==> src/rtl/ha3_pkg.sv <==
// Shared types and sizing for the ha3 signed sequential divider.
package ha3_pkg;

  typedef enum logic [1:0] {
    IDLE = 2'd0,
    BUSY = 2'd1,
    DONE = 2'd2
  } state_t;

  localparam int WIDTH_DEF = 16;

  function automatic int cnt_width(input int width);
    return $clog2(width + 1);
  endfunction

  localparam int CNT_W_DEF = cnt_width(WIDTH_DEF);

endpackage

==> src/rtl/ha3_udiv_step.sv <==
// One combinational restoring-division step on unsigned magnitudes.
module ha3_udiv_step #(
  parameter int WIDTH = 16
) (
  input  logic [WIDTH-1:0] rem,
  input  logic             din,
  input  logic [WIDTH-1:0] dmag,
  output logic [WIDTH-1:0] rem_next,
  output logic             q_bit
);

  logic [WIDTH:0] shifted;
  logic [WIDTH:0] diff;

  // rem < dmag <= 2^(WIDTH-1), so the extra bit of diff is a reliable sign.
  always_comb begin
    shifted  = {rem, din};
    diff     = shifted - {1'b0, dmag};
    q_bit    = ~diff[WIDTH];
    rem_next = q_bit ? diff[WIDTH-1:0] : shifted[WIDTH-1:0];
  end

endmodule

==> src/rtl/ha3.sv <==
// Signed sequential divider behind a four-phase REQ/ACK handshake.
//   state | meaning
//   IDLE  | waiting for REQ; ACK low
//   BUSY  | one restoring step per edge, WIDTH steps, then finalize
//   DONE  | result valid, ACK high until REQ drops
module ha3
  import ha3_pkg::*;
#(
  parameter int WIDTH = WIDTH_DEF
) (
  input  logic             CLK,
  input  logic             RST,
  input  logic             REQ,
  input  logic [WIDTH-1:0] A,
  input  logic [WIDTH-1:0] D,
  output logic             ACK,
  output logic             FDBZ,
  output logic [WIDTH-1:0] Q,
  output logic [WIDTH-1:0] R
);

  localparam int CNT_W = cnt_width(WIDTH);

  state_t           state;
  logic [CNT_W-1:0] cnt;
  logic [WIDTH-1:0] quo;
  logic [WIDTH-1:0] rem;
  logic [WIDTH-1:0] dmag;
  logic             neg_q;
  logic             neg_r;
  logic [WIDTH-1:0] rem_next;
  logic             q_bit;

  // quo starts as |A| and shifts left each step, collecting quotient bits at the LSB.
  ha3_udiv_step #(.WIDTH(WIDTH)) u_step (
    .rem      (rem),
    .din      (quo[WIDTH-1]),
    .dmag     (dmag),
    .rem_next (rem_next),
    .q_bit    (q_bit)
  );

  always_ff @(posedge CLK) begin
    if (RST) begin
      state <= IDLE;
      cnt   <= '0;
      quo   <= '0;
      rem   <= '0;
      dmag  <= '0;
      neg_q <= 1'b0;
      neg_r <= 1'b0;
      ACK   <= 1'b0;
      FDBZ  <= 1'b0;
      Q     <= '0;
      R     <= '0;
    end else begin
      case (state)
        IDLE: begin
          ACK <= 1'b0;
          if (REQ) begin
            FDBZ <= 1'b0;
            if (D == '0) begin
              FDBZ  <= 1'b1;
              ACK   <= 1'b1;
              Q     <= '0;
              R     <= '0;
              state <= DONE;
            end else begin
              quo   <= A[WIDTH-1] ? (~A + 1'b1) : A;
              dmag  <= D[WIDTH-1] ? (~D + 1'b1) : D;
              neg_q <= A[WIDTH-1] ^ D[WIDTH-1];
              neg_r <= A[WIDTH-1];
              rem   <= '0;
              cnt   <= '0;
              state <= BUSY;
            end
          end
        end
        BUSY: begin
          if (!REQ) begin
            state <= IDLE;
          end else if (cnt == CNT_W'(WIDTH)) begin
            Q     <= neg_q ? (~quo + 1'b1) : quo;
            R     <= neg_r ? (~rem + 1'b1) : rem;
            ACK   <= 1'b1;
            state <= DONE;
          end else begin
            rem <= rem_next;
            quo <= {quo[WIDTH-2:0], q_bit};
            cnt <= cnt + 1'b1;
          end
        end
        DONE: begin
          if (!REQ) begin
            ACK   <= 1'b0;
            state <= IDLE;
          end
        end
        default: begin
          ACK   <= 1'b0;
          state <= IDLE;
        end
      endcase
    end
  end

endmodule

==> config.mk <==
export PLATFORM = sky130hd
export DESIGN_NAME = ha3
export DESIGN_NICKNAME = d
export VERILOG_FILES = /design/src/rtl/ha3_pkg.sv /design/src/rtl/ha3_udiv_step.sv /design/src/rtl/ha3.sv
export SDC_FILE = /design/constraint.sdc
export NUM_CORES = 1
export LEC_CHECK = 0
export ABC_AREA = 1
export ABC_CLOCK_PERIOD_IN_PS = 5200
export CORE_ASPECT_RATIO = 0.6
export CORE_MARGIN = 5
export CORE_UTILIZATION = 30
export CTS_CLUSTER_SIZE = 20
export DETAILED_ROUTE_END_ITERATION = 6
export HOLD_SLACK_MARGIN = 0.08
export MAX_ROUTING_LAYER = met4
export PLACE_DENSITY = 0.51
export SLEW_MARGIN = 5
export SYNTH_ARGS = -nofsm -noshare
export SYNTH_HDL_FRONTEND = slang
export SYNTH_SLANG_ARGS = --single-unit
==> constraint.sdc <==
create_clock -name CLK -period 5.2 [get_ports CLK]
set_input_delay 0.78 -clock CLK [delete_from_list [all_inputs] [get_ports CLK]]
set_output_delay 0.78 -clock CLK [all_outputs]
set_load 0.05 [all_outputs]
Yosys cells after proc, flatten, opt, wreduce, memory -nomap -nowiden
Index checks and enable logic that the tools add are counted.
{"block": "totals", "reg_bits": 91, "in_bits": 35, "output_inout_bits": 34, "elab_cells": 84}
{"block": "classes", "add_sub_neg": 6, "eq_ne": 11, "mux": 40, "bitwise": 7, "n_reduce_logical": 9}
{"cell": "two-way mux 16 bit", "count": 19}
{"cell": "one-hot mux 16 bit (2 select lines)", "count": 4}
{"cell": "adder 16 x 1 -> 16 bit (second input constant)", "count": 4}
{"cell": "NOT 16 bit", "count": 4}
{"cell": "two-way mux 5 bit", "count": 4}
{"cell": "subtractor 17 x 16 -> 17 bit", "count": 1}
{"cell": "zero test 16 bit", "count": 1}
{"cell": "inequality test 2 bit (second input constant)", "count": 7}
{"cell": "two-way mux 2 bit", "count": 5}
{"cell": "one-hot mux 5 bit (2 select lines)", "count": 1}
{"cell": "AND reduction 5 bit", "count": 2}
{"cell": "AND reduction 3 bit", "count": 3}
{"cell": "one-hot mux 2 bit (3 select lines)", "count": 1}
{"cell": "adder 5 x 1 -> 5 bit (second input constant)", "count": 1}
{"cell": "== test 5 bit (second input constant)", "count": 1}
{"cell": "two-way mux 1 bit", "count": 5}
{"cell": "inequality test 3 bit (second input constant)", "count": 1}
{"cell": "one-hot mux 1 bit (3 select lines)", "count": 1}
{"cell": "== test 2 x 1 -> 1 bit (second input constant)", "count": 1}
{"cell": "== test 2 bit (second input constant)", "count": 1}
{"cell": "zero test 2 bit", "count": 1}
{"cell": "NOT 1 bit", "count": 2}
{"cell": "AND reduction 2 bit", "count": 1}
{"cell": "nonzero test 2 bit", "count": 1}
{"cell": "XOR 1 bit", "count": 1}

Longest topological paths before layout
Gate-level depths: netlist of run 1.
{"block": "logic_depth", "word_depth": 6, "mapped_depth": 16}

Hierarchy
Synthesis of run 1 repeated with hierarchy kept, for this count alone.
{"block": "hier_totals", "hier_cells": 1052, "hier_area_um2": 6442.4}
{"module": "ha3", "n_inst": 1, "cells_per_inst": 770, "area_per_inst_um2": 4992.3, "seq_area_each_um2": 1821.7}
{"module": "ha3_udiv_step", "n_inst": 1, "cells_per_inst": 282, "area_per_inst_um2": 1450.1, "seq_area_each_um2": 0.0}

Worst setup path after synthesis of run 1
OpenSTA, ideal clock, no wires.
{"block": "synth_path", "path_kind": "input to register", "from": "input port D[1]", "to": "register Q[10]", "t_arrival_ps": 1914, "t_required_ps": 5086, "path_slack_ps": 3172, "cell_stages": 12, "cell_sequence": "inv_1 > ha_1 > nand3_2 > nor3_4 > nand2_2 > nand2_2 > nand3_4 > inv_4 > buf_6 > nand2_1 > nand2_1 > nor2_1"}
{"block": "synth_via", "elab_chain_cells": 3}
{"item": "start, declared", "line": "ha3.sv:15", "source": "input logic [WIDTH-1:0] D,"}
{"item": "zero test 16 bit", "line": "ha3.sv:62", "source": "if (D == '0) begin"}
{"item": "inequality test 2 bit (no line)"}
{"item": "AND reduction 5 bit (no line)"}
{"item": "end signal, assigned", "line": "ha3.sv:83", "source": "Q <= neg_q ? (~quo + 1'b1) : quo;"}
{"item": "end, declared", "line": "ha3.sv:18", "source": "output logic [WIDTH-1:0] Q,"}
Every way passes these cells.
A chain may end at the register's enable or synchronous reset.

Final worst setup path of run 1
{"block": "layout_path", "from": "input port D[15]", "to": "register Q[1]"}
Same word-level chain as after synthesis.

==> run summary, run 1 <==
Slew Viols, Final: 0
Via Count: 6233
Synth Area in XOR/XNOR: 0.0432
Post-route cell area: 7480 µm²
Worst endpoint data arrival time: 3030 ps
Root Driver: clkbuf_16
Area grow syn2layout: 19.0%
Largest family of logic cells by synthesized area: simple AND/OR/NAND/NOR gates
Ys async rst share: 0
Antenna violations before repair: 2
Ys flop type: dfxtp_1
RSZ-0062 raised after global routing: no
Die footprint: 24000 µm²
CP delay by family, top: buffers and inverters
Startpoint Class: primary input
Vias in the first global route: 5675
Initial Util: 0.302
Critical Path, Cell by Cell: clkdlybuf4s50_1 -> inv_1 -> nand3_1 -> nor2_1 -> nand2_2 -> nand2_2 -> nand3_4 -> inv_4 -> o21ai_0 -> a21oi_1
Adder-Cell Fraction of Synth Area: 0.0470
Flop and latch count out of synthesis: 91
Grt total ovfl: 0
Clk sinks: 91
Post-synthesis mux area share: 0
Mapped Area: 6290 µm²
Layout cells sized above 1: 0.0617
Chip width: 197 µm
Clk Latency, worst-skew pair: 350 ps
Yosys warning count: 0
Syn Nets: 1040
Sequential fraction of the synthesis area: 0.290
Most frequent cells in the layout: nand2_1, inv_1, dfxtp_1
Post-CTS Hold Buffers: 0
Crit path max fanout: 28
Max stage delay on crit path: 600 ps
Diode count: 0
Worst-Margin Slew: 919 ps
Post_cts resized: 0
Die H: 122 µm
Htree depth: 3
# DRC: 0
DR iter-0 viols: 526
Power Dens Cells: 291 nW/µm²
# Max-Cap Violations: 0
GPL Wtd Cong: 0.877
CP max stage cell: clkdlybuf4s50_1
WP data required: 5480 ps
P_leak: 0.00331 µW
I/O pin cnt: 69
Nets: 1091
Hold Path Class: flip-flop to flip-flop
Port buffer count: 68
Most frequent CP cell: nand2_2
Number of synthesized flops with an enable pin: 0
Std-Cell Rows: 41
Via/cell ratio: 4.74
Drt total wl: 19500 µm
Core Region: 20800 µm²
DR WL/cell: 14.8 µm
Crit end category: flip-flop
Mapped Avg Cell Area: 6.40 µm²
Tcrit/Tclk final: 0.529
DRT Pass-1 Iters: 5
Num CTS Buffers: 9
Post-synthesis simple-gate area fraction: 0.357
Worst Path Buf+Inv: 3
First-pass GRT wire length: 31100 µm
Final Skew: 9.92 ps
Tmin final: 2750 ps
Final Hold Viols: 0
Reg clk slew, reported paths: 60 ps
Clock Path Buffers: 2
Hpwl dp: 15500 µm
Fmax: 363 MHz
Peak supply drop: 0.153 mV
Outcome: finished clean
Post-CTS Setup Bufs: 0
Setup TNS Final: 0 ps
Hold WS: 471 ps
CTS tree: yes
Largest net degree at the start of global routing: 53
Placed Area: 7140 µm²
Global Route Usage Sum: 0.168
Antenna Nets Post-Route: 0
Slew HR: 0.383
Most common cell after layout, fill and taps aside: nand2_1
Final Setup Violations: 0
Yosys cell types: 49
Post-synthesis cell count: 982
CP Class: primary input to flip-flop
Compound-Gate Fraction of Synth Area: 0.148
cell type report:
| cell class | instances | area [µm²] |
|---|---|---|
| well taps | 279 | 349 |
| multi-input cells | 720 | 3740 |
| clock inverters | 4 | 98.8 |
| clock buffers | 11 | 243 |
| inverters | 141 | 532 |
| repair buffers | 70 | 691 |
| fillers | 2334 | 13300 |
| flip-flops and latches | 91 | 1820 |
power breakdown:
group | leakage [µW] | internal [µW] | switching, µW
Sequential | 0.000741 | 733 | 35.6
Combinational | 0.00240 | 217 | 432
Clock | 0.000166 | 482 | 280
Total | 0.00331 | 1430 | 748
sequential cells by signal (all words and copies together), names as in the netlist:
register,flops
state,2
R,16
neg_q,1
cnt,5
dmag,16
Q,16
quo,16
ACK,1
neg_r,1
rem,16
FDBZ,1
logic make-up after synthesis:
| kind of cell | count (synthesis) |
|---|---|
| AO/OA/AOI/OAI | 167 |
| XOR/XNOR | 31 |
| adder cells (fa/ha/maj) | 23 |
| buffers and inverters | 171 |
| flip-flops | 91 |
| AND/OR/NAND/NOR | 499 |
through the flow:
step	utilization	setup WS, ps	std cells	power (µW)
after global routing	0.359	2140	1316	2320
final	0.359	2450	1316	2180
after global placement	0.343	2130	1301	1430
after detailed placement	0.343	2070	1301	1430
after floorplan	-	3170	982	1250
after CTS	0.359	2440	1316	2200
worst paths after layout:
| kind | from | end | slack, ps | cells past startpoint |
|---|---|---|---|---|
| setup / recovery | D[15] | Q[1] | 2450 | 10 |
| hold / removal | R[15] | R[15] | 470 | 2 |
| setup reg to reg | rem[0] | quo[0] | 2710 | 14 |
| hold reg to reg | R[15] | R[15] | 470 | 2 |
worst min-delay path, delay by kind of cell, from the launching register on:
kind	cells	cell delay, ps
AOI/OAI and AO/OA	1	60
DFF	1	310
and+or+nand+nor	1	60
cell usage after synthesis, types with 5 or more instances:
| cell type | n | share of area |
|---|---|---|
| nand2_1 | 251 | 0.15 |
| nand3b_1 | 6 | 0.0072 |
| ha_1 | 22 | 0.044 |
| nand3_1 | 89 | 0.071 |
| buf_4 | 6 | 0.0072 |
| clkbuf_1 | 11 | 0.0066 |
| nor3_1 | 16 | 0.013 |
| dfxtp_1 | 91 | 0.29 |
| o21ai_0 | 41 | 0.033 |
| nand4_1 | 10 | 0.010 |
| nand2_2 | 8 | 0.0080 |
| xnor2_1 | 6 | 0.0084 |
| or2_2 | 7 | 0.0070 |
| buf_2 | 5 | 0.0040 |
| nor2_2 | 6 | 0.0060 |
| a21oi_1 | 82 | 0.065 |
| inv_1 | 134 | 0.080 |
| xor2_1 | 25 | 0.035 |
| a22oi_1 | 6 | 0.0072 |
| o22ai_1 | 13 | 0.013 |
| buf_6 | 6 | 0.011 |
| nor2_1 | 86 | 0.051 |
layer usage:
| layer | global-route usage | routed length, µm |
|---|---|---|
| met5 | - | 0 |
| met2 | 0.203 | 7020 |
| met4 | 0.0277 | 123 |
| met3 | 0.0301 | 934 |
| met1 | 0.279 | 11400 |
No activity file was read; power rests on OpenSTA's default activity.
==> run 2: changes to the inputs <==
--- a/config.mk
+++ b/config.mk
@@ -6,7 +6,7 @@
 export NUM_CORES = 1
 export LEC_CHECK = 0
 export ABC_AREA = 1
-export ABC_CLOCK_PERIOD_IN_PS = 5200
+export ABC_CLOCK_PERIOD_IN_PS = 2850
 export CORE_ASPECT_RATIO = 0.6
 export CORE_MARGIN = 5
 export CORE_UTILIZATION = 30
==> constraint.sdc (replaced) <==
create_clock -name CLK -period 2.85 [get_ports CLK]
set_input_delay 0.4275 -clock CLK [delete_from_list [all_inputs] [get_ports CLK]]
set_output_delay 0.4275 -clock CLK [all_outputs]
set_load 0.05 [all_outputs]
==> run 2 against run 1 <==
Net effect: setup slack lost 2100 ps; flip-flop and latch count is the same; wire length shrank 0.82%; die area is the same; total power grew 72%; non-clock buffer count grew 10; clock skew shrank 3.8 ps; sequential power grew 81%; via count grew 0.14%; largest cell class unchanged; largest power group unchanged; highest routed layer unchanged.
==> run summary, run 2 (same netlist as run 1, synthesis figures left out) <==
CP max stage cell: fa_1
Slew HR: 0.587 (+0.204)
Slew Viols, Final: 0 (unchanged)
Critical Path, Cell by Cell: inv_1 -> ha_1 -> fa_1 -> inv_1 -> nand2_1 -> nand2_1 -> nand3_1 -> nand2_2 -> nand2_2 -> nand2_2 -> nand2_4 -> nand2_4 -> nand2_1 -> o211ai_2 -> nand2_1 -> inv_1
# DRC: 0 (unchanged)
Hpwl dp: 15300 µm (-0.98%)
Max stage delay on crit path: 410 ps (-190 ps)
Root Driver: clkbuf_16
# Max-Cap Violations: 0 (unchanged)
Std-Cell Rows: 41 (unchanged)
Comb power frac: 0.323 (+0.025)
Reg clk slew, reported paths: 70 ps (about the same)
Most frequent cells in the layout: nand2_1, inv_1, dfxtp_1
Worst endpoint data arrival time: 2810 ps (-220 ps)
Register share of total power: 0.371 (+0.018)
Die H: 122 µm (unchanged)
Antenna Nets Post-Route: 0 (unchanged)
DR WL/cell: 14.5 µm (-1.6%)
CTS tree: yes
Antenna violations before repair: 0 (-2)
DRT Pass-1 Iters: 5 (unchanged)
Post-CTS Hold Buffers: 0 (unchanged)
Sw power: 1420 µW (+89%)
CP delay by family, top: simple AND/OR/NAND/NOR gates
Tot Pwr: 3760 µW (+72%)
Crit path max fanout: 9 (-68%)
Via/cell ratio: 4.70 (-0.69%)
Clock network power share: 0.305 (-0.045)
Clock Path Buffers: 2 (unchanged)
Area grow syn2layout: 19.1%
Worst-Margin Slew: 615 ps (-304 ps)
I/O pin cnt: 69 (unchanged)
Final std cells w/o fill: 1327 (+0.84%)
Outcome: finished clean
P_leak: 0.00332 µW (+0.43%)
Chip width: 197 µm (unchanged)
Via Count: 6242 (+0.14%)
Grt total ovfl: 0 (unchanged)
Power Dens Cells: 502 nW/µm² (+72%)
Startpoint Class: flip-flop
Clk Latency, worst-skew pair: 350 ps (about the same)
Vias in the first global route: 5617 (-1.0%)
Port buffer count: 68 (unchanged)
Initial Util: 0.302 (unchanged)
RSZ-0062 raised after global routing: no
Htree depth: 3 (unchanged)
Global Route Usage Sum: 0.164 (-0.00367)
Final core occ: 0.360 (+0.000481)
Peak supply drop: 0.260 mV (+70%)
DR iter-0 viols: 493 (-6.3%)
Hold Path Class: flip-flop to flip-flop
First-pass GRT wire length: 30600 µm (-1.5%)
CP Class: flip-flop to flip-flop
Setup TNS Final: 0 ps (unchanged)
Post_cts resized: 0 (unchanged)
Placed Instances: 1311 (+0.77%)
Clk sinks: 91 (unchanged)
Internal power: 2340 µW (+63%)
Filler cells: 2306 (-1.2%)
Core Region: 20800 µm² (unchanged)
Sw Ratio: 0.377 (+0.0341)
Tmin final: 2510 ps
Crit end category: flip-flop
Num CTS Buffers: 9 (unchanged)
Tcrit/Tclk final: 0.880
Diode count: 0 (unchanged)
Final Hold Viols: 0 (unchanged)
GPL Wtd Cong: 0.869 (-0.94%)
Fmax: 398 MHz
Die footprint: 24000 µm² (unchanged)
Post-CTS Setup Bufs: 0 (unchanged)
Largest net degree at the start of global routing: 53 (unchanged)
Most common cell after layout, fill and taps aside: nand2_1
Layout cells sized above 1: 0.0725 (+0.0108)
WP data required: 3150 ps (-2330 ps)
Most frequent CP cell: nand2_1
Final Skew: 6.14 ps (-3.78 ps)
Drt total wl: 19300 µm (-0.82%)
Worst Path Buf+Inv: 3 (unchanged)
Nets: 1101 (+0.92%)
Final Setup Violations: 0 (unchanged)
run 2: changes by cell type in the layout (fill, tap and decap cells not counted), sizes merged:
cell and delta:
clkbuf -2, clkinv +2, buf +10, clkinvlp +2, inv +2, bufinv -3
run 2: cell type report:
cell class	instances	area, µm²	area share
Clock buffer	9	225	0.0301
Clock inverter	7	51.3	0.00685
Tap cell	279	349	0.0466
Inverter	141	532	0.0710
Sequential cell	91	1820	0.243
Timing Repair Buffer	80	766	0.102
Multi-Input combinational cell	720	3740	0.500
run 2: worst reg2reg max path: stages (launching register included):
cell	delay [ps]
dfxtp_1	330
inv_1	120
ha_1	240
fa_1	410
inv_1	120
nand2_1	60
nand2_1	80
nand3_1	130
nand2_2	160
nand2_2	90
nand2_2	120
nand2_4	110
nand2_4	140
nand2_1	130
o211ai_2	90
nand2_1	60
inv_1	50
run 2: final timing paths:
path	start	end	slack [ps]	cells past startpoint
worst max-delay path	quo[15]	quo[0]	340	16
worst min-delay path	R[15]	R[15]	470	2
worst max register to register	quo[15]	quo[0]	340	16
worst min register to register	R[15]	R[15]	470	2
run 2: stage by stage:
step / setup WS (ps) / hold slack [ps] / instance area [µm²]
floorplan: 835 / 435 / 6290
global placement: 387 / 458 / 7210
detailed placement: 371 / 457 / 7210
CTS: 388 / 467 / 7490
global route: 197 / 474 / 7490
finish: 341 / 465 / 7490
run 2: metal layers:
metal | up-vias | share of wire | track usage
met5 | - | 0 | -
met3 | 10 | 0.044 | 0.0268
met2 | 140 | 0.35 | 0.202
li1 | 3306 | - | -
met4 | 0 | 0.0049 | 0.0221
met1 | 2786 | 0.60 | 0.274
run 2: power by group through the flow:
stage | Combinational (µW) | Clock (µW) | Sequential (µW)
floorplan | 815 | 0 | 1460
global placement | 1200 | 0 | 1420
detailed placement | 1200 | 0 | 1420
CTS | 1200 | 1170 | 1390
global route | 1360 | 1240 | 1400
finish | 1220 | 1150 | 1390
